`src/rtl/regwrite_arb.sv`:
```
// regwrite_arb: round-robin owner of the register file write port.
// Two writeback sources (ALU on port 0, LSU on port 1) compete for one
// registered write per cycle. A pending scoreboard marks registers that
// have a producer in flight so decode can stall on read-after-write hazards.
module regwrite_arb #(
  parameter int RADDRWIDTH = 3,
  parameter int REGWIDTH   = 16
) (
  input  logic                  clk,
  input  logic                  rst,
  input  logic                  req0_valid,
  output logic                  req0_ready,
  input  logic [RADDRWIDTH-1:0] req0_addr,
  input  logic [REGWIDTH-1:0]   req0_data,
  input  logic                  req1_valid,
  output logic                  req1_ready,
  input  logic [RADDRWIDTH-1:0] req1_addr,
  input  logic [REGWIDTH-1:0]   req1_data,
  input  logic                  iss_valid,
  input  logic [RADDRWIDTH-1:0] iss_addr,
  input  logic [RADDRWIDTH-1:0] chk_addr_a,
  input  logic [RADDRWIDTH-1:0] chk_addr_b,
  input  logic [RADDRWIDTH-1:0] chk_addr_c,
  output logic                  chk_busy_a,
  output logic                  chk_busy_b,
  output logic                  chk_busy_c,
  output logic                  we,
  output logic [RADDRWIDTH-1:0] waddr,
  output logic [REGWIDTH-1:0]   wdata
);

  localparam int NREGS = 1 << RADDRWIDTH;

  // last_grant_q = 1 means port 1 won most recently, so port 0 wins a tie
  logic                  last_grant_q;
  logic                  last_grant_d;
  logic                  we_q;
  logic [RADDRWIDTH-1:0] waddr_q;
  logic [REGWIDTH-1:0]   wdata_q;
  logic [NREGS-1:0]      pending_q;
  logic [NREGS-1:0]      pending_d;

  logic                  grant0;
  logic                  grant1;
  logic                  accept;
  logic [RADDRWIDTH-1:0] acc_addr;
  logic [REGWIDTH-1:0]   acc_data;

  // Round-robin grant; handshakes are suppressed while reset is held
  always_comb begin
    grant0 = 1'b0;
    grant1 = 1'b0;
    if (!rst) begin
      grant0 = req0_valid && (!req1_valid || last_grant_q);
      grant1 = req1_valid && (!req0_valid || !last_grant_q);
    end
  end

  assign req0_ready = grant0;
  assign req1_ready = grant1;
  assign accept     = grant0 || grant1;

  // Select the winning request and remember who won for the next tie
  always_comb begin
    acc_addr     = req0_addr;
    acc_data     = req0_data;
    last_grant_d = last_grant_q;
    if (grant1) begin
      acc_addr     = req1_addr;
      acc_data     = req1_data;
      last_grant_d = 1'b1;
    end else if (grant0) begin
      last_grant_d = 1'b0;
    end
  end

  // Arbiter history register
  always_ff @(posedge clk) begin
    if (rst) begin
      last_grant_q <= 1'b1;
    end else begin
      last_grant_q <= last_grant_d;
    end
  end

  // Write stage: one-cycle registered write; r0 writes are swallowed here
  always_ff @(posedge clk) begin
    if (rst) begin
      we_q    <= 1'b0;
      waddr_q <= '0;
      wdata_q <= '0;
    end else if (accept && (acc_addr != '0)) begin
      we_q    <= 1'b1;
      waddr_q <= acc_addr;
      wdata_q <= acc_data;
    end else begin
      we_q    <= 1'b0;
    end
  end

  assign we    = we_q;
  assign waddr = waddr_q;
  assign wdata = wdata_q;

  // Scoreboard next state per register; an issue on the committing edge
  // wins because it names a newer producer. r0 never becomes pending.
  assign pending_d[0] = 1'b0;
  for (genvar gi = 1; gi < NREGS; gi++) begin : g_pend
    assign pending_d[gi] =
        (iss_valid && (iss_addr == RADDRWIDTH'(gi))) ||
        (pending_q[gi] && !(we_q && (waddr_q == RADDRWIDTH'(gi))));
  end

  // Scoreboard register
  always_ff @(posedge clk) begin
    if (rst) begin
      pending_q <= '0;
    end else begin
      pending_q <= pending_d;
    end
  end

  assign chk_busy_a = pending_q[chk_addr_a];
  assign chk_busy_b = pending_q[chk_addr_b];
  assign chk_busy_c = pending_q[chk_addr_c];

endmodule

```
`config.mk`:
```
export PLATFORM = sky130hd
export DESIGN_NAME = regwrite_arb
export DESIGN_NICKNAME = d
export VERILOG_FILES = /design/src/rtl/regwrite_arb.sv
export SDC_FILE = /design/constraint.sdc
export NUM_CORES = 1
export LEC_CHECK = 0
export ABC_AREA = 1
export CORE_MARGIN = 2
export CORE_UTILIZATION = 44
export DETAILED_ROUTE_END_ITERATION = 6
export GPL_ROUTABILITY_DRIVEN = 1
export HOLD_SLACK_MARGIN = 0.05
export PLACE_DENSITY = 0.82
export SLEW_MARGIN = 10
export SYNTH_ARGS = -nofsm -noshare
export SYNTH_HDL_FRONTEND = slang
export SYNTH_SLANG_ARGS = --single-unit
export TNS_END_PERCENT = 30
```
`constraint.sdc`:
```
create_clock -name clk -period 4.3 [get_ports clk]
set_input_delay 1.29 -clock clk [delete_from_list [all_inputs] [get_ports clk]]
set_output_delay 1.29 -clock clk [all_outputs]
set_load 0.01 [all_outputs]
```
==> run_results.csv, run 1 <==
group,metric,value,unit
status,outcome,"completed",
timing,skew,0.005957,ns
routing,drc_errors,0,
placement,numPortBuffers,79,
synthesis,yosys_warnings,0,
global_routing,grt_max_degree,21,
synthesis,synth_seq_cells,28,
synthesis,ys_top_cells_by_count,"96 x nand2_1, 37 x nor2_1, 28 x dfxtp_1",
timing,slew_violations,0,
cts,cts.path.max_buffers,2,
synthesis,synth_edf_count,0,
worst_setup_path,endpoint_kind,"output pin",
synthesis,synthTopCellsByArea,"dfxtp_1 34%, nand2_1 22%, nor2_1 8.3%",
layout,final_net_count,394,
routing,dr.pass1.iters,4,
synthesis,ys_seq_area_frac,0.3356,
synthesis,avgSynthCellArea,6.400,um^2
power,pwr-share-seq,0.439,
timing,hold_violations,0,
placement,gp_congestion,0.8323,
floorplanning,num_io_pins,80,
worst_setup_path,cp_top_family,"buffers and inverters",
power,p_int,0.4815,mW
worst_setup_path,crit_buf_inv,2,
floorplanning,die_area,4305,um^2
global_routing,antenna_found_initial,0,
cts,cts_setup_buffers,0,
run,maxCapViolations,0,
cts,cts_resized,0,
routing,via_per_inst,4.697,
power,switching_share,0.2829,
routing,routedWlPerCell,10.90,um
cts,h-tree-depth,1,
worst_setup_path,cp.arrival,2.86,ns
timing,final-setup-viol-count,0,
synthesis,synth_top_area_frac,0.3356,
power,p_total,0.6715,mW
power,combPwrFrac,0.317,
layout,drive_gt1_frac,0.06805,
worst_setup_path,crit_chain,"clkdlybuf4s50_1 > nand2_1 > o22ai_1 > nor2_1 > a31oi_1 > clkdlybuf4s50_1",
cts,clock-sinks,28,
power,ir_drop,0.1438,mV
layout,num_antenna_cells,0,
worst_setup_path,start_kind,"input port",
timing,rsz0062_at_grt,"false",
synthesis,synth_cell_types,24,
power,power_density,265.5,nW/um^2
timing,relSlewSlack,0.7267,
worst_setup_path,crit_slowest_cell,"clkdlybuf4s50_1",
worst_setup_path,slowest_delay,0.57,ns
power,leakagePower,1.112,nW
synthesis,netlist_area,1670,um^2
layout,syn2layout_area_growth,51.39,%
floorplanning,die_h,65.62,um
cts,clk_pin_slew,0.09,ns
synthesis,yosysMostFrequentCell,"nand2_1",
synthesis,synth_fp_nets,316,
worst_setup_path,worst-r2r-setup-slack,2.58,ns
placement,dp_hpwl,3.261,mm
floorplanning,rows,22,
layout,num-fill-cells,342,
global_routing,grt_pass1_wl,7.203,mm
timing,min_period,4.147,ns
routing,vias,1813,
timing,fin_crit_sh,0.9644,
cts,tritoncts,"done",
floorplanning,initial_core_util,0.4563,
timing,worstMarginPinSlew,0.4085,ns
global_routing,grt.total_usage,0.2144,
cts,insertion_delay,0.28,ns
synthesis,ys.flop_type,"dfxtp_1",
power,switching_power,0.1900,mW
routing,routed_wl,4.209,mm
worst_setup_path,cp_common_cell,"clkdlybuf4s50_1",
hold_path,hold_class,"reg -> reg",
timing,fmaxAchievable,241.2,MHz
synthesis,synth.largest_area_cell,"dfxtp_1",
power,pwr-share-clk,0.244,
cts,cts_buffers,3,
floorplanning,fp.dieW,65.62,um
routing,ant_nets,0,
worst_setup_path,cp.required,3.01,ns
global_routing,grt.overflow.total,0,
routing,drtIter0Drc,39,
cts,root_buffer,"clkbuf_8",
timing,setup_tns,0,ns
synthesis,synth_cells,261,
synthesis,ys_async_sr_fraction,0,
worst_setup_path,cp_max_fo,7,
worst_setup_path,worst-setup-path-type,"in -> out",
global_routing,grt_pass1_vias,1706,
cts,ctsHoldBuffers,0,
floorplanning,coreArea,3661,um^2
==> final timing paths <==
kind | start | to | cells after the start
hold / removal | wdata[12] | wdata[12] | 2
hold reg to reg | wdata[12] | wdata[12] | 2
setup / recovery | chk_addr_a[0] | chk_busy_a | 6
setup reg to reg | last_grant_q | wdata[11] | 10
==> power groups by stage <==
stage	clock, mW	combinational (mW)	sequential (mW)
finish	0.164	0.213	0.295
global placement	0	0.213	0.300
detailed placement	0	0.214	0.301
CTS	0.168	0.215	0.295
floorplan	0	0.0990	0.307
global route	0.180	0.238	0.298
==> placed cells by master (no fill, tap or decap), drive strengths merged <==
cell and n:
a21oi 13, a31oi 3, buf 3, clkbuf 4, clkdlybuf4s50 79, dfxtp 28
inv 21, nand2 101, nand3 9, nand3b 17, nor2 42, o211ai 4
o21ai 9, o22ai 3, o31ai 1, or2 1
==> layer usage <==
| metal | up-vias | track usage | part of all wire |
|---|---|---|---|
| met5 | - | 0 | 0 |
| met4 | 0 | 0.09375 | 0.019 |
| met3 | 5 | 0.06164 | 0.085 |
| met2 | 62 | 0.3878 | 0.46 |
| met1 | 768 | 0.2304 | 0.43 |
| li1 | 978 | - | - |
==> registers in the layout (all words and copies together) (netlist names) <==
| signal | flops |
|---|---|
| waddr | 3 |
| pending_q | 7 |
| last_grant_q | 1 |
| wdata | 16 |
| we | 1 |
==> tightest hold or removal path, delay by kind of cell (launching register included) <==
kind	cells	cell delay, ns
flip-flops	1	0.33
AND/OR/NAND/NOR	2	0.12
==> logic make-up (layout without fill, tap and decap cells) <==
logic type,after synthesis,in the layout,synth area share
AO/OA/AOI/OAI,33,33,0.1109
buffers and inverters,30,107,0.09212
AND/OR/NAND/NOR,170,170,0.4614
flip-flops,28,28,0.3356
==> area by class of cell <==
type | count | area [um^2] | share of cell area
clock buffer | 4 | 55.05 | 0.02177
inverter | 21 | 83.83 | 0.03315
multi-input combinational | 203 | 955.9 | 0.3780
sequential | 28 | 560.5 | 0.2217
tap | 48 | 60.06 | 0.02375
timing repair buffer | 82 | 813.3 | 0.3216
==> metrics by stage <==
step                      worst slack [ns]  instance area [um^2]  instances  hold slack, ns  utilization
after floorplan                      1.127                  1670        261          0.4496            -
after global placement              0.2077                  2474        382          0.4618       0.6757
after global routing               0.04353                  2529        386          0.5132       0.6907
after detailed placement            0.1699                  2474        382          0.4718       0.6757
after CTS                           0.1633                  2529        386          0.4900       0.6907
final                               0.1533                  2529        386          0.4839       0.6907
Power figures use the tool's default switching activity.
==> run 2, diff against run 1 <==
- ABC_AREA: 1 -> default
- CORE_UTILIZATION: 44 -> 42
- PLACE_DENSITY: 0.82 -> 0.81
==> run_results.csv, run 2 <==
group,metric,value,unit
routing,vias,1439,
floorplanning,initial_core_util,0.4470,
timing,slew_violations,0,
worst_setup_path,slowest_delay,0.53,ns
routing,wl_met2,2.069,mm
layout,layout_common_cells,"79 x clkdlybuf4s50_1, 35 x mux2i_1, 28 x dfxtp_1, 19 x nand2b_1, 12 x nand2_1",
layout,largest_reg_flops,16,
cts,clock-sinks,28,
worst_setup_path,start_kind,"input port",
status,outcome,"completed",
synthesis,yosysMostFrequentCell,"mux2i_1",
global_routing,grt_max_degree,21,
synthesis,synth_seq_cells,28,
floorplanning,coreArea,3390,um^2
routing,routedWlPerCell,13.87,um
global_routing,grt.overflow.total,0,
power,power_density,273.7,nW/um^2
timing,worstMarginPinSlew,0.3888,ns
floorplanning,die_h,64.07,um
hold_path,hold_class,"reg -> reg",
cts,cts_setup_buffers,0,
global_routing,grt_pass1_vias,1503,
power,leakagePower,1.034,nW
hold_path,hold_start,"wdata[3]",
placement,numPortBuffers,79,
routing,drtIter0Drc,56,
synthesis,synth_cells,157,
floorplanning,die_area,4104,um^2
synthesis,synth_fp_nets,212,
worst_setup_path,cp-startpoint,"chk_addr_a[0]",
routing,ant_nets,0,
cts,clk_pin_slew,0.14,ns
layout,final_net_count,292,
synthesis,avgSynthCellArea,9.651,um^2
cts,ctsHoldBuffers,0,
worst_setup_path,cp.required,3.01,ns
synthesis,yosys_warnings,0,
routing,wl_met3,199,um
synthesis,netlist_area,1515,um^2
timing,fin_crit_sh,0.9844,
timing,fmaxAchievable,236.3,MHz
worst_setup_path,crit_chain,"clkdlybuf4s50_1 > mux4_2 > nand2_1 > o21ai_0 > clkdlybuf4s50_1",
floorplanning,fp.dieW,64.07,um
layout,drive_gt1_frac,0.06780,
floorplanning,num_io_pins,80,
cts,root_buffer,"clkbuf_4",
cts,tritoncts,"done",
timing,relSlewSlack,0.7401,
cts,cts_buffers,3,
global_routing,antenna_found_initial,0,
routing,dr.pass1.iters,4,
synthesis,synth_edf_count,0,
cts,cts.path.max_buffers,2,
synthesis,ys.flop_type,"dfxtp_1",
worst_setup_path,cp.arrival,2.94,ns
cts,h-tree-depth,1,
synthesis,ys_async_sr_fraction,0,
layout,syn2layout_area_growth,58.05,%
timing,rsz0062_at_grt,"false",
global_routing,grt_pass1_wl,6.534,mm
global_routing,grt.total_usage,0.2002,
layout,num_antenna_cells,0,
cts,insertion_delay,0.33,ns
cts,cts_resized,0,
placement,gp_congestion,0.7856,
timing,hold_violations,0,
worst_setup_path,worst-setup-path-type,"in -> out",
worst_setup_path,crit_slowest_cell,"clkdlybuf4s50_1",
routing,drc_errors,0,
worst_setup_path,cp_max_fo,3,
timing,skew,0.01186,ns
worst_setup_path,reg2reg_from,"last_grant_q",
timing,worst_hold_slack,0.4883,ns
synthesis,synthTopCellsByArea,"dfxtp_1 37%, mux2i_1 23%, nand2b_1 7.8%",
routing,top_layer,"met4",
routing,wl_met1,1.574,mm
worst_setup_path,cp_common_cell,"clkdlybuf4s50_1",
worst_setup_path,endpoint_kind,"output pin",
run,maxCapViolations,0,
power,ir_drop,0.1983,mV
routing,routed_wl,3.912,mm
routing,via_per_inst,5.103,
hold_path,worstHoldPathCells,2,
placement,dp_hpwl,3.157,mm
synthesis,synth.largest_area_cell,"dfxtp_1",
timing,setup_tns,0,ns
worst_setup_path,rr_worst_depth,4,
power,p_total,0.6554,mW
synthesis,synth_cell_types,26,
synthesis,synth_top_area_frac,0.3699,
layout,layout_commonest_cell,"clkdlybuf4s50_1",
synthesis,ys_top_cells_by_count,"35 x mux2i_1, 28 x dfxtp_1, 19 x nand2b_1",
timing,final-setup-viol-count,0,
floorplanning,rows,21,
timing,min_period,4.233,ns
synthesis,ys_seq_area_frac,0.3699,
==> run 2: changes by cell type after synthesis, sizes merged, moves of 4 or more <==
cell | before | now
nand2 | 101 | 12
mux2i | 0 | 35
nand3b | 17 | 0
inv | 21 | 2
nor2b | 0 | 8
nand3 | 9 | 5
nand2b | 0 | 19
o211ai | 4 | 0
nor2 | 42 | 4
==> run 2: cell families after synthesis <==
family	synth area share
and+or+nand+nor	0.1965
muxes	0.2981
DFF	0.3699
AOI/OAI and AO/OA	0.1016
buffers and inverters	0.03386
==> run 2: layout make-up <==
cell class                      instances  area [um^2]
Fill cell                             268        994.7
Multi-Input combinational cell        120        903.4
Timing Repair Buffer                   82        813.3
Sequential cell                        28        560.5
Tap cell                               46        57.56
Clock inverter                          1        30.03
Clock buffer                            3        22.52
Inverter                                2        7.507
==> run 2: critical path: cells and delay by family <==
kind | cells | cell delay [ns]
muxes | 1 | 0.51
buffers and inverters | 2 | 1.00
AOI/OAI and AO/OA | 1 | 0.07
and+or+nand+nor | 1 | 0.07
==> run 2: worst paths after layout <==
check	to	slack, ns
worst min-delay path	wdata[3]	0.49
worst max-delay path	chk_busy_a	0.07
worst max register to register	wdata[7]	2.62
worst min register to register	wdata[3]	0.49
==> run 2: per-layer routing <==
metal | vias up | GRT usage
li1 | 715 | -
met1 | 676 | 0.2184
met2 | 42 | 0.3789
met3 | 6 | 0.02993
met4 | 0 | 0.08424
met5 | - | 0
==> run 2: per-stage QoR <==
step	util	cells	worst slack, ns	area, um^2
after floorplan	-	157	1.021	1515
after global placement	0.6910	278	0.08700	2342
after detailed placement	0.6910	278	0.06728	2342
after CTS	0.7065	282	0.06115	2395
after global routing	0.7065	282	0.005126	2395
final	0.7065	282	0.06721	2395
==> run 2: power by group <==
group          internal [mW]  switching (mW)  leakage [nW]  total [mW]
Sequential             0.283          0.0163         0.232       0.299
Combinational          0.117          0.0664         0.774       0.183
Clock                 0.0943          0.0786        0.0279       0.173
Total                  0.494           0.161          1.03       0.655
==> run 3, diff against run 2 <==
- CORE_UTILIZATION: 42 -> 39
- PLACE_DENSITY: 0.81 -> 0.76
- clock period: 4.3 -> 4.2 ns (I/O delays scaled with it)
==> run_results.csv, run 3 (synthesis gave the netlist of run 2 again) <==
group,metric,value,unit
cts,root_buffer,"clkbuf_8",
timing,skew,0.003001,ns
global_routing,grt.total_usage,0.1786,
worst_setup_path,reg2reg_from,"last_grant_q",
cts,insertion_delay,0.27,ns
layout,layout_common_cells,"76 x clkdlybuf4s50_1, 35 x mux2i_1, 28 x dfxtp_1, 19 x nand2b_1, 12 x nand2_1",
power,power_density,273.4,nW/um^2
layout,drive_gt1_frac,0.06383,
worst_setup_path,cp.arrival,2.83,ns
floorplanning,fp.dieW,66.33,um
global_routing,antenna_found_initial,0,
timing,fin_crit_sh,0.9737,
cts,h-tree-depth,1,
power,switching_share,0.2496,
layout,post-route-util,0.6496,
floorplanning,die_area,4400,um^2
run,maxCapViolations,0,
layout,final_net_count,291,
timing,rsz0062_at_grt,"false",
cts,ctsHoldBuffers,0,
cts,cts.path.max_buffers,2,
routing,drtIter0Drc,81,
global_routing,grt.overflow.total,0,
timing,min_period,4.089,ns
cts,tritoncts,"done",
power,switching_power,0.1635,mW
routing,via_per_inst,4.890,
timing,fmaxAchievable,244.5,MHz
worst_setup_path,cp-startpoint,"chk_addr_c[2]",
worst_setup_path,worst-setup-path-type,"in -> out",
floorplanning,die_h,66.33,um
timing,worstMarginPinSlew,0.3763,ns
power,pwr-share-seq,0.464,
worst_setup_path,start_kind,"input port",
layout,largest_reg_flops,16,
cts,clk_pin_slew,0.09,ns
routing,ant_nets,0,
worst_setup_path,cp_max_fo,3,
floorplanning,num_io_pins,80,
power,combPwrFrac,0.283,
placement,dp_hpwl,2.838,mm
timing,relSlewSlack,0.7492,
floorplanning,coreArea,3689,um^2
worst_setup_path,endpoint_kind,"output pin",
routing,vias,1384,
cts,cts_setup_buffers,0,
cts,clock-sinks,28,
placement,gp_congestion,0.8365,
routing,drc_errors,0,
power,leakagePower,1.058,nW
power,pwr-share-clk,0.252,
timing,hold_violations,0,
global_routing,grt_max_degree,28,
routing,dr.pass1.iters,4,
floorplanning,rows,22,
routing,routedWlPerCell,12.78,um
power,ir_drop,0.2294,mV
layout,num-fill-cells,326,
layout,syn2layout_area_growth,58.13,%
cts,cts_buffers,3,
worst_setup_path,cp.required,2.94,ns
hold_path,hold_class,"reg -> reg",
floorplanning,initial_core_util,0.4108,
hold_path,hold_start,"wdata[8]",
timing,slew_violations,0,
layout,layout_commonest_cell,"clkdlybuf4s50_1",
placement,numPortBuffers,79,
power,p_int,0.4916,mW
global_routing,grt_pass1_vias,1426,
routing,routed_wl,3.616,mm
timing,final-setup-viol-count,0,
global_routing,grt_pass1_wl,6.113,mm
timing,worst_hold_slack,0.4807,ns
layout,num_antenna_cells,0,
status,outcome,"completed",
## run 3: cell count changes in the layout (fill, tap and decap cells not counted), sizes merged
cell,previous run,this run
dlymetal6s2s,0,2
dlygate4sd2,0,1
bufinv,1,0
clkbuf,3,4
buf,3,2
clkdlybuf4s50,79,76
## run 3: per-stage QoR
| step | setup slack, ns | power, mW | instances | area, um^2 | setup TNS (ns) |
|---|---|---|---|---|---|
| after floorplan | 0.9809 | 0.3867 | 157 | 1515 | 0 |
| after global placement | 0.05430 | 0.4965 | 279 | 2337 | 0 |
| after detailed placement | -0.01250 | 0.4980 | 279 | 2337 | -0.01250 |
| after CTS | 0.01692 | 0.6651 | 283 | 2391 | 0 |
| after global routing | 0.02124 | 0.6927 | 283 | 2396 | 0 |
| final | 0.1106 | 0.6551 | 283 | 2396 | 0 |
## run 3: worst max-delay path, stage by stage
cell             delay (ns)
clkdlybuf4s50_1        0.51
mux2_2                 0.34
a21oi_1                0.15
o21ai_0                0.09
clkdlybuf4s50_1        0.48
## run 3: timing repair
item | 4_1_cts | 5_1_grt
pin swaps | 0 | 0
setup endpoints to repair | 1 | 2
cloned | 0 | 0
hold endpoints to repair | 0 | 0
resized for setup | 1 | 2
## run 3: path summary, 6_finish.rpt
kind / to / slack, ns / cells after the start
max: chk_busy_c / 0.11 / 5
min: wdata[8] / 0.48 / 2
max reg2reg: wdata[4] / 2.63 / 4
min reg2reg: wdata[8] / 0.48 / 2
## run 3: per-layer routing
| metal | share of wire | track usage | wire [um] | vias to the layer above |
|---|---|---|---|---|
| met5 | 0 | 0 | 0 | - |
| met4 | 0.012 | 0.03316 | 42 | 0 |
| met3 | 0.098 | 0.06985 | 356 | 4 |
| met2 | 0.47 | 0.3150 | 1705 | 51 |
| met1 | 0.42 | 0.2042 | 1512 | 611 |
| li1 | - | - | - | 718 |
## run 3: final cells by class
| type | count | area, um^2 | area share |
|---|---|---|---|
| Multi-Input combinational cell | 120 | 903.4 | 0.3770 |
| Timing Repair Buffer | 81 | 809.5 | 0.3379 |
| Sequential cell | 28 | 560.5 | 0.2339 |
| Tap cell | 48 | 60.06 | 0.02507 |
| Clock buffer | 4 | 55.05 | 0.02298 |
| Inverter | 2 | 7.507 | 0.003133 |
## run 3: power by group through the flow
stage / clock network (mW) / registers, mW / logic, mW
after detailed placement: 0 / 0.311 / 0.187
after global routing: 0.184 / 0.307 / 0.202
final: 0.165 / 0.304 / 0.186
after global placement: 0 / 0.310 / 0.187
after floorplan: 0 / 0.318 / 0.0686
after CTS: 0.172 / 0.304 / 0.188
==> patch: new RTL, config.mk and constraints of run 1 <==
Set the parameter `RADDRWIDTH` to 2 (it was 3).
--- a/src/rtl/regwrite_arb.sv
+++ b/src/rtl/regwrite_arb.sv
@@ -5,3 +5,3 @@
 module regwrite_arb #(
-  parameter int RADDRWIDTH = 3,
+  parameter int RADDRWIDTH = 2,
   parameter int REGWIDTH   = 16
Interface: changed (7 resized); port bits go from 80 to 73. The function was not compared with the original's and may differ.
==> patch against run 1 <==
  * Synthesized area is 15% lower
  * Routed wire length is 22% lower
  * Power is 19% lower
  * Via count is 18% lower
  * Final area is 14% lower
  * Sequential power is 17% lower
  * Setup slack better by 0.15 ns
  * Global-route usage is 3.1 points lower
  * Sequential cell count is 5 lower
==> patch: results (changes against run 1) <==
outcome: "completed"
worst_pin_slew_ns: 0.3821  # -0.02645 ns
grt_max_degree: 19  # -9.5%
drtIter0Drc: 27  # -31%
synth.distinct_cells: 20  # -17%
report.final.slew_viol_count: 0  # unchanged
yosys-top-cells-count: "nand2_1 (73), nor2_1 (29), inv_1 (25), dfxtp_1 (23), nand3_1 (12)"
drtPass1Iterations: 4  # unchanged
layout.nets: 337  # -14%
grt_first_pass_wirelength_um: 5154  # -28%
largest_reg_flops: 16  # unchanged
crit_arrival_ns: 2.71  # -0.15 ns
ys_seq_area_share_pct: 32.48  # -1.1 points
cts_setup_buffers: 0  # unchanged
clkLatencyLatePin_ns: 0.31  # +0.03 ns
cts_root_buffer: "clkbuf_4"
netlist_top_cells_area: "dfxtp_1 (32%), nand2_1 (19%), nor2_1 (7.7%), inv_1 (6.6%), nand3_2 (5.6%)"
via_count: 1486  # -18%
numCtsBuffers: 3  # unchanged
finClkSkew_ns: 0.004308  # -0.001650 ns
clk_pin_slew_ns: 0.13  # +0.04 ns
ys_async_sr_fraction_pct: 0  # unchanged
drv_cap: 0  # unchanged
dp_hpwl_um: 2578  # -21%
antenna_found_initial: 0  # unchanged
io_buffers: 72  # -8.9%
pre_cts_ws_ns: 0.3058  # +0.1360 ns
num_antenna_cells: 0  # unchanged
synth_nets: 263  # -17%
htree_levels: 1  # unchanged
gp_congestion: 0.7652  # -8.1%
cts_resized: 0  # unchanged
crit_path_start: "rst"
gr-usage-all-layers_pct: 18.33  # -3.1 points
wl_um: 3286  # -22%
worstHoldPathType: "register to register"
ir_drop_uv: 128.7  # -10%
grt_pass1_vias: 1283  # -25%
drive_above_1_share_pct: 12.89  # +6.1 points
clock_path_buffers: 2  # unchanged
cellLeakagePower_nw: 1.025  # -7.8%
crit_fanout: 6  # -1
hp-start: "waddr[0]$_SDFFE_PP0P_"
==> patch: area by class of cell <==
cell class / count / area, µm²
clock buffers: 3 / 22.52
clock inverters: 1 / 5.005
fillers: 296 / 873.3
inverters: 28 / 110.1
multi-input cells: 156 / 775.7
flip-flops and latches: 23 / 460.4
well taps: 44 / 55.05
repair buffers: 76 / 750.7
==> patch: power breakdown <==
| part | internal [W] | switching, W |
|---|---|---|
| registers | 0.000233 | 0.0000110 |
| logic | 0.000108 | 0.0000878 |
| clock network | 0.0000348 | 0.0000668 |
==> patch: cells by family after synthesis <==
group,Yosys count,share of synthesized area (%)
AND/OR/NAND/NOR,139,47.13
buffers and inverters,35,12.80
flip-flops,23,32.48
AO/OA/AOI/OAI,17,7.591
==> patch: final timing paths <==
kind	to	slack (ns)	depth (start not counted)
worst max-delay path	req1_ready	0.30	5
worst min-delay path	waddr[0]$_SDFFE_PP0P_	0.50	2
worst max register to register	wdata[3]$_SDFFE_PP0P_	2.77	9
worst min register to register	waddr[0]$_SDFFE_PP0P_	0.50	2
==> patch: layer usage <==
layer | share of wire [%] | global-route usage, % | up-vias | wire (µm)
li1 | - | - | 803 | -
met1 | 40 | 19.25 | 636 | 1325
met2 | 51 | 34.87 | 43 | 1689
met3 | 6.8 | 4.691 | 4 | 224
met4 | 1.4 | 6.522 | 0 | 46
met5 | 0 | 0 | - | 0
==> patch: stage by stage <==
stage	hold slack (ns)	area [µm²]	util, %	instances
final	0.5035	2180	71.39	331
after global routing	0.5164	2180	71.39	331
after CTS	0.4999	2180	71.39	331
after detailed placement	0.4816	2152	70.49	327
after global placement	0.4579	2152	70.49	327
after floorplan	0.4496	1418	-	214
==> patch: critical path: stages <==
cell and delay, ns:
clkdlybuf4s50_1 0.59, inv_6 0.13, nand3_4 0.07, inv_2 0.06, clkdlybuf4s50_1 0.56
